## config.mk

```make
export PLATFORM = sky130hd
export DESIGN_NAME = lif_neuron_flat
export DESIGN_NICKNAME = d
export VERILOG_FILES = /design/src/rtl/snn_pkg.sv /design/src/rtl/lif_neuron_if.sv /design/src/rtl/sat_counter.sv /design/src/rtl/lif_neuron.sv /design/src/flat_wrapper.sv
export SDC_FILE = /design/constraint.sdc
export NUM_CORES = 1
export LEC_CHECK = 0
export ABC_AREA = 0
export CORE_ASPECT_RATIO = 1.75
export CORE_MARGIN = 1
export CORE_UTILIZATION = 45
export DETAILED_ROUTE_END_ITERATION = 12
export PLACE_DENSITY_LB_ADDON = 0.25
export SYNTH_ARGS = -nofsm -noshare
export SYNTH_HDL_FRONTEND = slang
export SYNTH_SLANG_ARGS = --single-unit
```

## constraint.sdc

```tcl
create_clock -name clk -period 5.7 [get_ports clk]
set_clock_uncertainty 0.15 [all_clocks]
set_input_delay 1.14 -clock clk [delete_from_list [all_inputs] [get_ports clk]]
set_output_delay 1.14 -clock clk [all_outputs]
set_load 0.02 [all_outputs]
```

## src/rtl/snn_pkg.sv

```systemverilog
// Shared types and default widths for the spiking-network datapath stages.
package snn_pkg;

   localparam int SUM_WIDTH     = 19;
   localparam int V_WIDTH_DEF   = 24;
   localparam int CNT_WIDTH_DEF = 16;

   typedef enum logic {
      INTEGRATE = 1'b0,
      REFRACT   = 1'b1
   } lif_state_t;

endpackage

```

## src/rtl/lif_neuron_if.sv

```systemverilog
// Timestep-sum input and spike/readout output bundle of one LIF neuron.
interface lif_neuron_if #(
   parameter int SUM_WIDTH = snn_pkg::SUM_WIDTH,
   parameter int V_WIDTH   = snn_pkg::V_WIDTH_DEF,
   parameter int CNT_WIDTH = snn_pkg::CNT_WIDTH_DEF
);
   logic                 sumValid;
   logic [SUM_WIDTH-1:0] sumIn;
   logic [V_WIDTH-1:0]   threshold;
   logic                 countClr;
   logic                 spikeOut;
   logic [V_WIDTH-1:0]   vMem;
   logic                 refractory;
   logic [CNT_WIDTH-1:0] spikeCount;

   modport master (
      output sumValid, sumIn, threshold, countClr,
      input  spikeOut, vMem, refractory, spikeCount
   );

   modport slave (
      input  sumValid, sumIn, threshold, countClr,
      output spikeOut, vMem, refractory, spikeCount
   );
endinterface

```

## src/rtl/sat_counter.sv

```systemverilog
// Saturating up-counter with synchronous clear; clear plus increment yields 1.
module sat_counter #(
   parameter int WIDTH = 16
) (
   input  logic             clk,
   input  logic             rst,
   input  logic             inc_i,
   input  logic             clr_i,
   output logic [WIDTH-1:0] count_o
);
   logic [WIDTH-1:0] count_q, count_d;

   always_comb begin
      // NOTE: every always_comb output gets a default first so no path leaves it unassigned and infers a latch.
      count_d = count_q;
      if (clr_i)
         count_d = inc_i ? WIDTH'(1) : '0;
      else if (inc_i && (count_q != '1))
         count_d = count_q + WIDTH'(1);
   end

   // NOTE: sequential state uses non-blocking assignments so all registers update from pre-edge values.
   always_ff @(posedge clk or posedge rst) begin
      if (rst) count_q <= '0;
      else     count_q <= count_d;
   end

   assign count_o = count_q;
endmodule

```

## src/rtl/lif_neuron.sv

```systemverilog
// Leaky integrate-and-fire neuron: shift leak, saturating add, threshold fire, refractory hold.
module lif_neuron #(
   parameter int SUM_WIDTH     = snn_pkg::SUM_WIDTH,
   parameter int V_WIDTH       = snn_pkg::V_WIDTH_DEF,
   parameter int LEAK_SHIFT    = 4,
   parameter int REFRACT_STEPS = 2,
   parameter int CNT_WIDTH     = snn_pkg::CNT_WIDTH_DEF
) (
   input logic         clk,
   input logic         rst,
   lif_neuron_if.slave bus
);
   import snn_pkg::*;

   localparam int RW = (REFRACT_STEPS > 0) ? $clog2(REFRACT_STEPS + 1) : 1;

   lif_state_t         state_q, state_d;
   logic [V_WIDTH-1:0] vmem_q, vmem_d;
   logic               spike_q, spike_d;
   logic [RW-1:0]      rcnt_q, rcnt_d;

   logic [V_WIDTH-1:0] v_leak;
   logic [V_WIDTH:0]   v_sum_wide;
   logic [V_WIDTH-1:0] v_sum;
   logic               fire;

   // Carry out of the widened add means overflow; clamp to full scale.
   assign v_leak     = vmem_q - (vmem_q >> LEAK_SHIFT);
   assign v_sum_wide = {1'b0, v_leak} + (V_WIDTH+1)'(bus.sumIn);
   assign v_sum      = v_sum_wide[V_WIDTH] ? '1 : v_sum_wide[V_WIDTH-1:0];
   assign fire       = bus.sumValid && (state_q == INTEGRATE) && (v_sum >= bus.threshold);

   always_ff @(posedge clk or posedge rst) begin
      if (rst) state_q <= INTEGRATE;
      else     state_q <= state_d;
   end

   always_comb begin
      state_d = state_q;
      unique case (state_q)
         INTEGRATE: if (fire && (REFRACT_STEPS > 0)) state_d = REFRACT;
         REFRACT:   if (bus.sumValid && (rcnt_q == RW'(1))) state_d = INTEGRATE;
      endcase
   end

   always_comb begin
      vmem_d  = vmem_q;
      spike_d = 1'b0;
      rcnt_d  = rcnt_q;
      if (bus.sumValid) begin
         unique case (state_q)
            INTEGRATE: begin
               if (fire) begin
                  spike_d = 1'b1;
                  vmem_d  = '0;
                  rcnt_d  = RW'(REFRACT_STEPS);
               end else begin
                  vmem_d  = v_sum;
               end
            end
            REFRACT: begin
               vmem_d = '0;
               rcnt_d = rcnt_q - RW'(1);
            end
         endcase
      end
   end

   always_ff @(posedge clk or posedge rst) begin
      if (rst) begin
         vmem_q  <= '0;
         spike_q <= 1'b0;
         rcnt_q  <= '0;
      end else begin
         vmem_q  <= vmem_d;
         spike_q <= spike_d;
         rcnt_q  <= rcnt_d;
      end
   end

   sat_counter #(.WIDTH(CNT_WIDTH)) u_spike_cnt (
      .clk     (clk),
      .rst     (rst),
      .inc_i   (fire),
      .clr_i   (bus.countClr),
      .count_o (bus.spikeCount)
   );

   assign bus.vMem       = vmem_q;
   assign bus.spikeOut   = spike_q;
   assign bus.refractory = (state_q == REFRACT);
endmodule

```

## src/flat_wrapper.sv

```systemverilog
// flat-port wrapper written by rule: the top's interface ports become plain ports
module lif_neuron_flat import snn_pkg::*;
#(
   parameter int SUM_WIDTH     = snn_pkg::SUM_WIDTH,
   parameter int V_WIDTH       = snn_pkg::V_WIDTH_DEF,
   parameter int LEAK_SHIFT    = 4,
   parameter int REFRACT_STEPS = 2,
   parameter int CNT_WIDTH     = snn_pkg::CNT_WIDTH_DEF
)
  (clk, rst, bus_sumValid, bus_sumIn, bus_threshold, bus_countClr, bus_spikeOut, bus_vMem, bus_refractory, bus_spikeCount);
  lif_neuron_if #(.SUM_WIDTH(SUM_WIDTH), .V_WIDTH(V_WIDTH), .CNT_WIDTH(CNT_WIDTH)) bus_i ();
  input logic clk;
  input logic rst;
  input wire logic [$bits(bus_i.sumValid)-1:0] bus_sumValid;
  input wire logic [$bits(bus_i.sumIn)-1:0] bus_sumIn;
  input wire logic [$bits(bus_i.threshold)-1:0] bus_threshold;
  input wire logic [$bits(bus_i.countClr)-1:0] bus_countClr;
  output wire logic [$bits(bus_i.spikeOut)-1:0] bus_spikeOut;
  output wire logic [$bits(bus_i.vMem)-1:0] bus_vMem;
  output wire logic [$bits(bus_i.refractory)-1:0] bus_refractory;
  output wire logic [$bits(bus_i.spikeCount)-1:0] bus_spikeCount;
  assign bus_i.sumValid = bus_sumValid;
  assign bus_i.sumIn = bus_sumIn;
  assign bus_i.threshold = bus_threshold;
  assign bus_i.countClr = bus_countClr;
  assign bus_spikeOut = bus_i.spikeOut;
  assign bus_vMem = bus_i.vMem;
  assign bus_refractory = bus_i.refractory;
  assign bus_spikeCount = bus_i.spikeCount;
  lif_neuron #(.SUM_WIDTH(SUM_WIDTH), .V_WIDTH(V_WIDTH), .LEAK_SHIFT(LEAK_SHIFT), .REFRACT_STEPS(REFRACT_STEPS), .CNT_WIDTH(CNT_WIDTH)) u_core (.clk(clk), .rst(rst), .bus(bus_i));
endmodule
```

==> results.cfg <==
[detailed_routing]
first_iter_violations = 305
wl_per_cell_um = 19.9
drc = 0
drt-total-wl_um = 19800
ant_nets = 0
vias = 6003
vias_per_cell = 6.02
first_pass_iters = 4

[synthesis]
synth_seq_cells = 44
synth_cells = 644
syn_avg_cell_area_um2 = 8.02
yosysWarnings = 0
synth_cell_types = 66
synth_edf_count = 0
synth_top_area_frac = 0.213
synthXorXnorAreaFrac = 0.0712
ys_seq_area_frac = 0.213
synthTopCellsByArea = dfrtp_1 21%, ha_1 16%, a21oi_1 5.4%
yosysTopAreaCell = dfrtp_1
synth_top_family_by_area = compound AO/OA/AOI/OAI gates
synth-simple-area-share = 0.198
synthArstFlopShare = 1.00
synth_fa_ha_area_frac = 0.170
synth_common_cells = 67 x ha_1, 65 x inv_1, 56 x a21oi_1, 54 x nand2_1, 44 x dfrtp_1
syn_area_um2 = 5160
synth.area.mux_share = 0.00775
syn_nets = 760
synth_most_common_cell = ha_1
synth-compound-area-share = 0.264
synth-main-ff-cell = dfrtp_1

[final_layout]
diodes = 0
area_growth_syn_to_layout_pct = 60.6
final_core_util = 0.743
n_fill_cell = 787
drive_gt1_frac = 0.361
nNetsFinal = 980

[cts]
insertion_delay_ns = 0.30
path_clk_slew_ns = 0.07
root_buffer = clkbuf_16
numCtsBuffers = 5
cts.sinks = 44
cts.htree.levels = 2
clockBufferDepth = 2
cts_tree = done

[placed_design]
post-dp-hpwl_um = 14500
gp_congestion = 0.918
numPortBuffers = 88

[timing]
setup_ws_ns = -0.557
tightest_slew_ns = 0.936
final_max_slew_viol_count = 0
post-route-min-period_ns = 6.26
max_freq_mhz = 160
period_share = 1.10
finalSetupTns_ns = -19.07
setup_violations = 44
timing.final.hold_violations = 0
max-slew-margin-rel = 0.373
rsz0062_at_grt = yes

[global_routing]
grt_pass1_vias = 6218
track_usage = 0.321
antenna_found_initial = 0
grt_overflow = 0
grt_pass1_wl_um = 30300
grt_max_degree = 45

[worst_setup_path]
crit_type = flop to flop
worstSetupStartpointType = flop
critPathMaxStageDelay_ns = 0.45
crit_slowest_cell = dfrtp_2
critPathMaxFanout = 6
crit_required_ns = 5.76
worstPathArrival_ns = 6.32
end_kind = flop

[floorplanning]
die_y_um = 144
die_area_um2 = 11900
pin_count = 89
die_x_um = 83.0
num_rows = 51
core_area_um2 = 11200
initial_core_util = 0.462

[min_path]
hp-class = flop to flop

[run]
cap_violations = 0

[run_status]
status = complete, but fails checks
violations = negative setup slack
[per-layer routing]
layer	vias to the layer above	global-route usage	share of wire
li1	2792	-	-
met1	2927	0.323	0.36
met2	197	0.620	0.54
met3	87	0.0327	0.033
met4	0	0.207	0.063
met5	-	0	0
[area by class of cell]
type / count / area (um2) / area share
Timing Repair Buffer: 239 / 2120 / 0.256
Clock inverter: 3 / 46.3 / 0.00558
Tap cell: 132 / 165 / 0.0199
Clock buffer: 5 / 125 / 0.0151
Sequential cell: 44 / 1110 / 0.134
Multi-Input combinational cell: 509 / 4480 / 0.540
Inverter: 65 / 244 / 0.0294
[worst paths after layout]
kind	start	to	slack, ns	cells past startpoint
worst min-delay path	u_core.rcnt_q[0]$_DFFE_PP0P_	u_core.rcnt_q[0]$_DFFE_PP0P_	0.36	1
max in group asynchronous	rst	u_core.bus.vMem[14]$_DFFE_PP0P_	3.80	3
worst min register to register	u_core.rcnt_q[0]$_DFFE_PP0P_	u_core.rcnt_q[0]$_DFFE_PP0P_	0.36	1
worst max-delay path	u_core.bus.vMem[10]$_DFFE_PP0P_	u_core.bus.vMem[21]$_DFFE_PP0P_	-0.56	32
min in group asynchronous	rst	u_core.u_spike_cnt.count_o[3]$_DFFE_PP0P_	1.13	3
worst max register to register	u_core.bus.vMem[10]$_DFFE_PP0P_	u_core.bus.vMem[21]$_DFFE_PP0P_	-0.56	32
[per-stage QoR]
| step | instances | setup slack (ns) | cell area [um2] | hold slack [ns] |
|---|---|---|---|---|
| floorplan | 644 | -0.0844 | 5370 | 0.307 |
| global placement | 957 | -0.329 | 7150 | 0.316 |
| detailed placement | 957 | -0.397 | 7150 | 0.344 |
| CTS | 993 | -0.283 | 8030 | 0.360 |
| global route | 997 | -0.839 | 8290 | 0.385 |
| finish | 997 | -0.557 | 8290 | 0.356 |
[placed cells by master (no fill, tap or decap), drive strengths merged, types with 25 or more instances in the layout]
master,instances
a21oi,58
inv,65
xnor2,25
ha,67
nand2,57
dfrtp,44
clkdlybuf4s50,88
o21ai,31
nor2,37
buf,151
[repair_timing]
item                                    CTS  global route
buffers inserted                         27             5
pin swaps                                74            52
hold buffers                              0             0
gates cloned                              2             0
gates resized for setup                  87            45
endpoints found under the setup margin   44            44
[state kept, by name, summed over array words and instances, names as in the netlist]
signal                      count
u_core.bus.refractory           1
u_core.bus.spikeOut             1
u_core.bus.vMem                24
u_core.rcnt_q                   2
u_core.u_spike_cnt.count_o     16
[kinds of logic after synthesis]
kind of cell,Yosys count
buffers and inverters,92
xor gates and xnor gates,42
AOI/OAI and AO/OA,195
and+or+nand+nor,198
DFF,44
adders and majority gates,69
muxes,4
[critical path: cells and delay by family, from the launching register on]
kind,cells,cell delay (ns)
fa+ha+maj,3,0.75
compound gates,14,2.45
simple gates,8,1.30
mux,1,0.12
buf+inv,5,0.76
flops,1,0.45
xor+xnor,1,0.16
Power is left out: the tool's default activity adds up to more than one toggle a clock period on the data nets, which glitch-free logic cannot reach.
==> edit (same flow settings) <==
Change the package constant `SUM_WIDTH` from 19 to 38.
--- a/src/rtl/snn_pkg.sv
+++ b/src/rtl/snn_pkg.sv
@@ -2,5 +2,5 @@
 package snn_pkg;
 
-   localparam int SUM_WIDTH     = 19;
+   localparam int SUM_WIDTH     = 38;
    localparam int V_WIDTH_DEF   = 24;
    localparam int CNT_WIDTH_DEF = 16;
Interface: changed (resized bus_sumIn); port bits go from 89 to 108. No check against the original RTL was run, so the function may have changed too.
==> edit against the original RTL <==
The run still ends with negative setup slack left; routed wire length up 7.8%; sequential cell count unchanged; area after synthesis down 1.5%; cell area up 5.8%; count of clock-buffer cells in the layout unchanged; setup slack worse by 170 ps.
Power is not shown: default switching activity piles up to over one toggle a cycle in this logic, so the estimate is an artifact.
==> edit: results (changes against the original RTL) <==
- Sequential element share of the synthesized area: 21.6% (+0.32 points)
- Post-synth cell types: 66 (unchanged)
- Maximum number of pins on one net before global-route repair: 45 (unchanged)
- Vias in the first global route: 6341 (+2.0%)
- YS warnings: 0 (unchanged)
- Max Root-Sink Buffers: 2 (unchanged)
- Final nets: 1051 (+7.2%)
- Average size of a mapped cell: 8.22 µm² (+2.5%)
- Share of the synthesized area in the top cell type: 21.6% (+0.32 points)
- CP peak stage delay: 480 ps (+30 ps)
- DP Area: 7470 µm² (+4.4%)
- Tot GR Track Use: 33.2% (+1.1 points)
- GPL Wtd Cong: 0.974 (+6.1%)
- Layout cells sized above 1: 37.1% (+1.0 points)
- Total wire length: 21400 µm (+7.8%)
- Synth top cells by count: ha_1, inv_1, a21oi_1
- Initial drt markers: 446 (+46%)
- DRT antenna net count: 0 (unchanged)
- Worst hold-check path type: flip-flop to flip-flop
- Post-CTS Resized: 81 (-6.9%)
- Worst-case reg-to-reg path depth: 30 (-6.3%)
- Largest register FFs: 24 (unchanged)
- Syn Nets: 757 (-0.39%)
- Failing checks: negative setup slack
- Diodes inserted: 0 (unchanged)
- Setup Viol. Count Final: 44 (unchanged)
- Antenna violations before repair: 0 (unchanged)
- Outcome: finished with violations
- Setup bufs post-CTS: 33 (+22%)
- Crit-path slowest cell: or4_4
- Placed insts: 988 (+3.2%)
- Slew HR: 31.7% (-5.6 points)
- Synth Flop Type: dfrtp_1
- Synth area leaders: dfrtp_1, ha_1, a21oi_1
- Final worst setup slack: -727 ps (-170 ps)
- CP max FO: 15 (+9)
- DP Wirelength: 14200 µm (-2.2%)
- Post-synthesis async set-or-reset flop share: 100% (unchanged)
- Total CTS buffers: 5 (unchanged)
- Clock-pin slew on the worst setup and hold paths: 60 ps
- Critical setup path kind: flip-flop to flip-flop
- DRT Pass-1 Iters: 9 (+5)
- First-pass GRT wire length: 29600 µm (-2.3%)
- Critical Path AT: 6440 ps (+120 ps)
- Root Buffer Master: clkbuf_16
- Via-per-instance ratio: 6.20 (+3.0%)
- Critical Path Start: u_core.bus.vMem[4]$_DFFE_PP0P_
- Routed vias: 6484 (+8.0%)
- Clock Latency Late Sink: 300 ps (about the same)
- R2r endpoint: u_core.u_spike_cnt.count_o[15]$_DFFE_PP0P_
- Place WS: -902 ps (-505 ps)
- H-Tree Depth: 2 (unchanged)
- Setup TNS: -22880 ps (-3800 ps)
- Reg-to-reg startpoint: u_core.bus.vMem[4]$_DFFE_PP0P_
- Port bufs: 94 (+6.8%)
- Critical path's top delay family: compound AO/OA/AOI/OAI gates
## edit: worst min-delay path by stage
stage,cells past startpoint,end,startpoint,slack [ps]
after detailed placement,1,u_core.rcnt_q[0]$_DFFE_PP0P_,u_core.rcnt_q[0]$_DFFE_PP0P_,350
after global routing,1,u_core.rcnt_q[0]$_DFFE_PP0P_,u_core.rcnt_q[0]$_DFFE_PP0P_,380
after CTS,1,u_core.rcnt_q[0]$_DFFE_PP0P_,u_core.rcnt_q[0]$_DFFE_PP0P_,340
after floorplan,1,u_core.rcnt_q[0]$_DFFE_PP0P_,u_core.rcnt_q[0]$_DFFE_PP0P_,310
after global placement,1,u_core.rcnt_q[0]$_DFFE_PP0P_,u_core.rcnt_q[0]$_DFFE_PP0P_,320
final,1,u_core.rcnt_q[0]$_DFFE_PP0P_,u_core.rcnt_q[0]$_DFFE_PP0P_,360
## edit: cell families (layout without fill, tap and decap cells)
group,Yosys count,in the layout,share of synthesized area [%]
compound gates,207,207,29.0
xor+xnor,32,32,5.51
fa+ha+maj,72,72,18.0
buf+inv,78,373,5.90
flops,44,44,21.6
mux,7,7,1.77
simple gates,179,179,18.1
## edit: area by class of cell
type | count | area, µm²
Multi-Input combinational cell | 497 | 4420
Timing Repair Buffer | 301 | 2680
Fill cell | 657 | 2270
Sequential cell | 44 | 1110
Inverter | 64 | 245
Tap cell | 132 | 165
Clock buffer | 5 | 125
Clock inverter | 3 | 23.8
## edit: routing by layer
| layer | global-route usage, % | up-vias | routed length [µm] |
|---|---|---|---|
| met5 | 0 | - | 0 |
| met4 | 22.7 | 0 | 1450 |
| met3 | 3.19 | 118 | 1040 |
| met2 | 62.5 | 344 | 11500 |
| met1 | 32.4 | 3125 | 7400 |
| li1 | - | 2897 | - |
